## src/rtl/ring_seq16.sv

```systemverilog
// ring_seq16 -- controllable one-hot ring sequencer feeding the 16-to-4 coder.
//
// Optional feature macro: RING_SELF_REPAIR_EN
//   defined   : popcount checker reseeds any non-one-hot state and pulses FAULT
//   undefined : Q rotates whatever it holds, FAULT tied 0
//
// Ports
//   CLK       rising-edge clock
//   RST_N     synchronous reset, active-low
//   EN        advance ring one position
//   DIR       0: hot bit moves i -> i+1, 1: hot bit moves i -> i-1
//   LOAD      load LOAD_PAT verbatim (wins over repair and EN)
//   LOAD_PAT  raw pattern for Q
//   Q         registered ring state
//   WRAP      one-cycle pulse when a step crosses the N-1/0 boundary
//   WRAP_CNT  wrap count modulo 256
//   FAULT     one-cycle pulse when a repair was applied
module ring_seq16 #(
    parameter int N        = 16,
    parameter int SEED_IDX = 0
) (
    input  logic         CLK,
    input  logic         RST_N,
    input  logic         EN,
    input  logic         DIR,
    input  logic         LOAD,
    input  logic [0:N-1] LOAD_PAT,
    output logic [0:N-1] Q,
    output logic         WRAP,
    output logic [0:7]   WRAP_CNT,
    output logic         FAULT
);

    function automatic logic [0:N-1] seed_vec();
        logic [0:N-1] v;
        v           = '0;
        v[SEED_IDX] = 1'b1;
        return v;
    endfunction

    localparam logic [0:N-1] SEED = seed_vec();

    logic [0:N-1] rot_up;   // DIR=0 next state
    logic [0:N-1] rot_dn;   // DIR=1 next state
    logic         wrap_hit; // bit leaving across the boundary for the chosen direction

    // Modulo indexing keeps the rotation correct for any N, including N=1.
    always_comb begin
        rot_up = '0;
        rot_dn = '0;
        for (int i = 0; i < N; i++) begin
            rot_up[(i + 1) % N]     = Q[i];
            rot_dn[(i + N - 1) % N] = Q[i];
        end
        wrap_hit = DIR ? Q[0] : Q[N-1];
    end

`ifdef RING_SELF_REPAIR_EN
    logic onehot;
    logic fault_q;

    // Exactly one bit set: nonzero and clearing the lowest set bit leaves zero.
    assign onehot = (Q != '0) && ((Q & (Q - 1'b1)) == '0);
    assign FAULT  = fault_q;

    always_ff @(posedge CLK) begin
        if (!RST_N) begin
            Q        <= SEED;
            WRAP     <= 1'b0;
            WRAP_CNT <= '0;
            fault_q  <= 1'b0;
        end else begin
            WRAP    <= 1'b0;
            fault_q <= 1'b0;
            if (LOAD) begin
                Q <= LOAD_PAT;
            end else if (!onehot) begin
                Q       <= SEED;
                fault_q <= 1'b1;
            end else if (EN) begin
                Q <= DIR ? rot_dn : rot_up;
                if (wrap_hit) begin
                    WRAP     <= 1'b1;
                    WRAP_CNT <= WRAP_CNT + 8'd1;
                end
            end
        end
    end
`else
    assign FAULT = 1'b0;

    always_ff @(posedge CLK) begin
        if (!RST_N) begin
            Q        <= SEED;
            WRAP     <= 1'b0;
            WRAP_CNT <= '0;
        end else begin
            WRAP <= 1'b0;
            if (LOAD) begin
                Q <= LOAD_PAT;
            end else if (EN) begin
                Q <= DIR ? rot_dn : rot_up;
                if (wrap_hit) begin
                    WRAP     <= 1'b1;
                    WRAP_CNT <= WRAP_CNT + 8'd1;
                end
            end
        end
    end
`endif

endmodule

```

## config.mk

```make
export PLATFORM = sky130hd
export DESIGN_NAME = ring_seq16
export DESIGN_NICKNAME = d
export VERILOG_FILES = /design/src/rtl/ring_seq16.sv
export SDC_FILE = /design/constraint.sdc
export NUM_CORES = 1
export LEC_CHECK = 0
export ABC_CLOCK_PERIOD_IN_PS = 1300
export BUFFER_PORTS_ARGS = -buffer_cell sky130_fd_sc_hd__clkbuf_2
export CORE_ASPECT_RATIO = 0.8
export CORE_MARGIN = 4
export CORE_UTILIZATION = 46
export CTS_BUF_LIST = sky130_fd_sc_hd__clkbuf_2 sky130_fd_sc_hd__clkbuf_4 sky130_fd_sc_hd__clkbuf_8
export CTS_CLUSTER_DIAMETER = 100
export DETAILED_ROUTE_END_ITERATION = 6
export PLACE_DENSITY = 0.76
export SLEW_MARGIN = 20
export SYNTH_ARGS = -nofsm -noshare
export SYNTH_HDL_FRONTEND = slang
export SYNTH_SLANG_ARGS = --single-unit
export TNS_END_PERCENT = 10
```

## constraint.sdc

```tcl
create_clock -name CLK -period 1.3 [get_ports CLK]
set_input_delay 0.13 -clock CLK [delete_from_list [all_inputs] [get_ports CLK]]
set_output_delay 0.13 -clock CLK [all_outputs]
set_load 0.1 [all_outputs]
```

# Yosys cells after proc, flatten, opt, wreduce, memory -nomap -nowiden
# Index checks and enable logic that the tools add are counted.
[totals]
word_cells = 15
regBits = 25
inputBits = 21
out_inout_bits = 26
[op_classes]
n_mux = 5
addsub = 1
n_bitwise = 3
reduce_logical = 3
[op_table]
columns = ["op", "n"]
rows = [
  ["two-way mux 16 bit", 3],
  ["adder 8 x 1 -> 8 bit (second input constant)", 1],
  ["inverter 1 bit", 3],
  ["AND reduction 3 bit", 1],
  ["OR reduction 3 bit", 1],
  ["two-way mux 1 bit", 2],
  ["nonzero test 2 bit", 1],
]

# Depth between registers and ports, before layout
[logic_depth]
depth_word = 3
depth_mapped = 5
depth_no_buf = 4

# Worst setup path after synthesis
# No wires, ideal clock.
[synth_timing]
path_kind = "reg2reg"
start = "reg WRAP_CNT[7] (netlist bit)"
end = "reg WRAP_CNT[1] (netlist bit)"
slack_ps = -747
period_less_slack_ps = 2047
required_ps = 1228
setup_ps = 72
stages_incl_launch_ff = 5
t_arrival_ps = 1975
n_path_buf = 0
path_cell_list = "dfxtp_1 > ha_1 > nand3b_1 > or4_1 > a21oi_1"
[synth_between]
elab_chain_cells = 1
[synth_rtl]
columns = ["element", "line", "source"]
rows = [
  ["start: declaration", "30", "output logic [0:7] WRAP_CNT,"],
  ["start signal: assignment", "105", "WRAP_CNT <= WRAP_CNT + 8'd1;"],
  ["adder 8 x 1 -> 8 bit", "105", ""],
]
# No other way between the ends.
# A chain may end at the register's enable or synchronous reset.

# Worst setup path in the final report
[layout_timing]
start = "reg WRAP_CNT[7] (netlist bit)"
end = "reg WRAP_CNT[5] (netlist bit)"
# The elaborated chain is that of the path after synthesis.

==> impl_metrics.json <==
{
  "layout_commonest_cell": "buf_4",
  "fin_crit_sh_pct": 104,
  "synth_cells": 141,
  "core_um2": 2740,
  "dr.pass1.iters": 4,
  "start_util_pct": 47.7,
  "io_buffers": 45,
  "rows": 17,
  "path_delay_family": "flip-flops",
  "final_cell_mix": "buf_4 (28), clkbuf_2 (21), mux2i_1 (17)",
  "syn-cell-area_um2": 1310,
  "area_growth_syn_to_layout_pct": 36.1,
  "leakagePower_nw": 0.758,
  "hp-start": "LOAD_PAT[0]",
  "cts_htree_levels": 1,
  "fin_nets": 210,
  "synth_edf_count": 0,
  "clock-sinks": 25,
  "io_pins": 47,
  "grt_usage_pct": 18.7,
  "seq_area_um2": 529,
  "powerDensity_nw_per_um2": 1050,
  "peakVddDrop_uv": 709,
  "fin_cells": 225,
  "antenna_left": 0,
  "critPathBufInv": 2,
  "yosys_warnings": 0,
  "final_util_pct": 64.9,
  "synth-main-ff-cell": "dfxtp_1",
  "fin_crit_ns": 1.36,
  "violations": "negative setup slack",
  "cp-start-kind": "flop",
  "synth_nets": 163,
  "maxCapViolations": 0,
  "critPathMostFrequentCell": "buf_4",
  "vias": 1262,
  "rsz0062_at_grt": "true",
  "fillers": 222,
  "grt_pass1_vias": 1236,
  "cp_slowest_cell": "dfxtp_4",
  "place_congestion": 0.699,
  "clkLatencyLatePin_ns": 0.31,
  "grt_max_degree": 19,
  "wl_per_cell_um": 14.7,
  "fmax_mhz": 737,
  "clk_pin_slew_worst_paths_ns": 0.13,
  "worst_slew_pin_slew_ns": 0.539,
  "startpoint": "WRAP_CNT[7]",
  "diodes": 0,
  "critical_path_required_ns": 1.50,
  "post-place-cells": 219,
  "slew_headroom_pct": 64.2,
  "multiInputGateArea_um2": 741,
  "cp_slowest_stage_delay_ns": 0.38,
  "grt.overflow.total": 0,
  "syn-mean-instance-area_um2": 9.28,
  "drt_iter0_markers": 71,
  "hp-class": "primary input to flop",
  "dp_hpwl_um": 2430,
  "drt-total-wl_um": 3320,
  "fp.dieH_um": 55.7,
  "reg2reg_from": "WRAP_CNT[7]",
  "synth_seq_cells": 25,
  "path_max_fanout": 4,
  "antenna_found_initial": 0,
  "layout-drive-gt1-share_pct": 45.5,
  "synth-seq-area-share_pct": 38.2,
  "fp.dieW_um": 67.6,
  "skew_ns": 0.00789,
  "clock_path_buffers": 2,
  "setup_slack_ns": -0.0573,
  "cts-root-buf": "clkbuf_4",
  "crit_path_end_kind": "flop",
  "path_cells": "ha_1 > nand3b_1 > buf_4 > buf_4 > o21ai_0 > a21oi_1",
  "die_area_um2": 3770,
  "critical_path_class": "flop to flop",
  "drc": 0,
  "cp.arrival_ns": 1.56,
  "via_per_inst": 5.61,
  "ys_types": 30,
  "grt_pass1_wl_um": 5670,
  "drv_slew": 0,
  "cts_tree": "yes",
  "synth-async-reset-ratio_pct": 0,
  "outcome": "finished, violations left",
  "setup_viol": 3,
  "cts_hold_buffers": 0,
  "cts_made_buffers": 3,
  "final_hold_viol_count": 0
}
[power by group]
group	internal, mW	leakage (nW)	switching [mW]
combinational	0.201	0.529	0.448
clock	0.141	0.0184	0.229
sequential	0.799	0.211	0.0535
total	1.14	0.758	0.731
[final timing paths]
path	slack, ns	to	depth (start not counted)
max	-0.06	WRAP_CNT[5]	6
min	0.03	Q[0]	2
max reg2reg	-0.06	WRAP_CNT[5]	6
min reg2reg	0.50	WRAP_CNT[0]	2
[what timing repair did]
action / CTS / global route
setup endpoints to repair: 3 / 8
pin swaps: 1 / 1
resized for setup: 0 / 2
endpoints found under the hold margin: 0 / 0
setup buffers: 2 / 0
[per-stage QoR]
step                TNS, ns  total power, mW  hold WS, ns  setup WS (ns)  cell area [um^2]
floorplan             -4.68             1.35        0.252         -0.265              1350
global placement          0             1.50        0.351         0.0150              1730
detailed placement  -0.0667             1.51        0.351        -0.0667              1730
CTS                 -0.0230             1.87       0.0220        -0.0196              1770
global route         -0.491             1.96       0.0239         -0.119              1780
finish              -0.0946             1.87       0.0305        -0.0573              1780
[flip-flops by register name, summed over array words and instances, names as in the netlist]
register	flops
Q	16
WRAP_CNT	8
WRAP	1
[logic make-up (layout without fill, tap and decap cells)]
kind of cell             after synthesis  in the layout  synth area share, %
AO/OA/AOI/OAI                         46             46                 25.8
flip-flops                            25             25                 38.2
buffers and inverters                 15             61                 6.21
multiplexers                          18             18                 14.1
other                                  1              1                0.287
AND/OR/NAND/NOR                       35             35                 14.4
adder cells (fa/ha/maj)                1              1                0.956
[synth_stat cells (all sizes together) (2+ instances only)]
master  count  share of area, %
a211o       2               1.3
a211oi     15               8.6
a21oi       8               3.1
a31o       14               9.4
buf         8               4.2
clkbuf      5               1.4
dfxtp      25                38
mux2i      18                14
nand2       3              0.86
nand2b      3               1.4
nor2       16               4.6
o21ai       3               1.1
o31ai       4               2.3
or3         2              0.96
or4         4               2.3
[routing by layer]
metal / track usage, % / share of wire [%] / vias to the layer above
met4: 4.91 / 1.1 / 0
li1: - / - / 627
met2: 28.4 / 47 / 40
met3: 5.05 / 6.3 / 4
met1: 25.8 / 46 / 591
met5: 0 / 0 / -
[final cells by class]
type / instances / area share [%]
Multi-Input combinational cell: 101 / 41.6
Inverter: 2 / 0.421
Timing Repair Buffer: 55 / 23.9
Tap cell: 38 / 2.67
Sequential cell: 25 / 29.7
Clock buffer: 4 / 1.69
No activity file was read; power rests on OpenSTA's default activity.
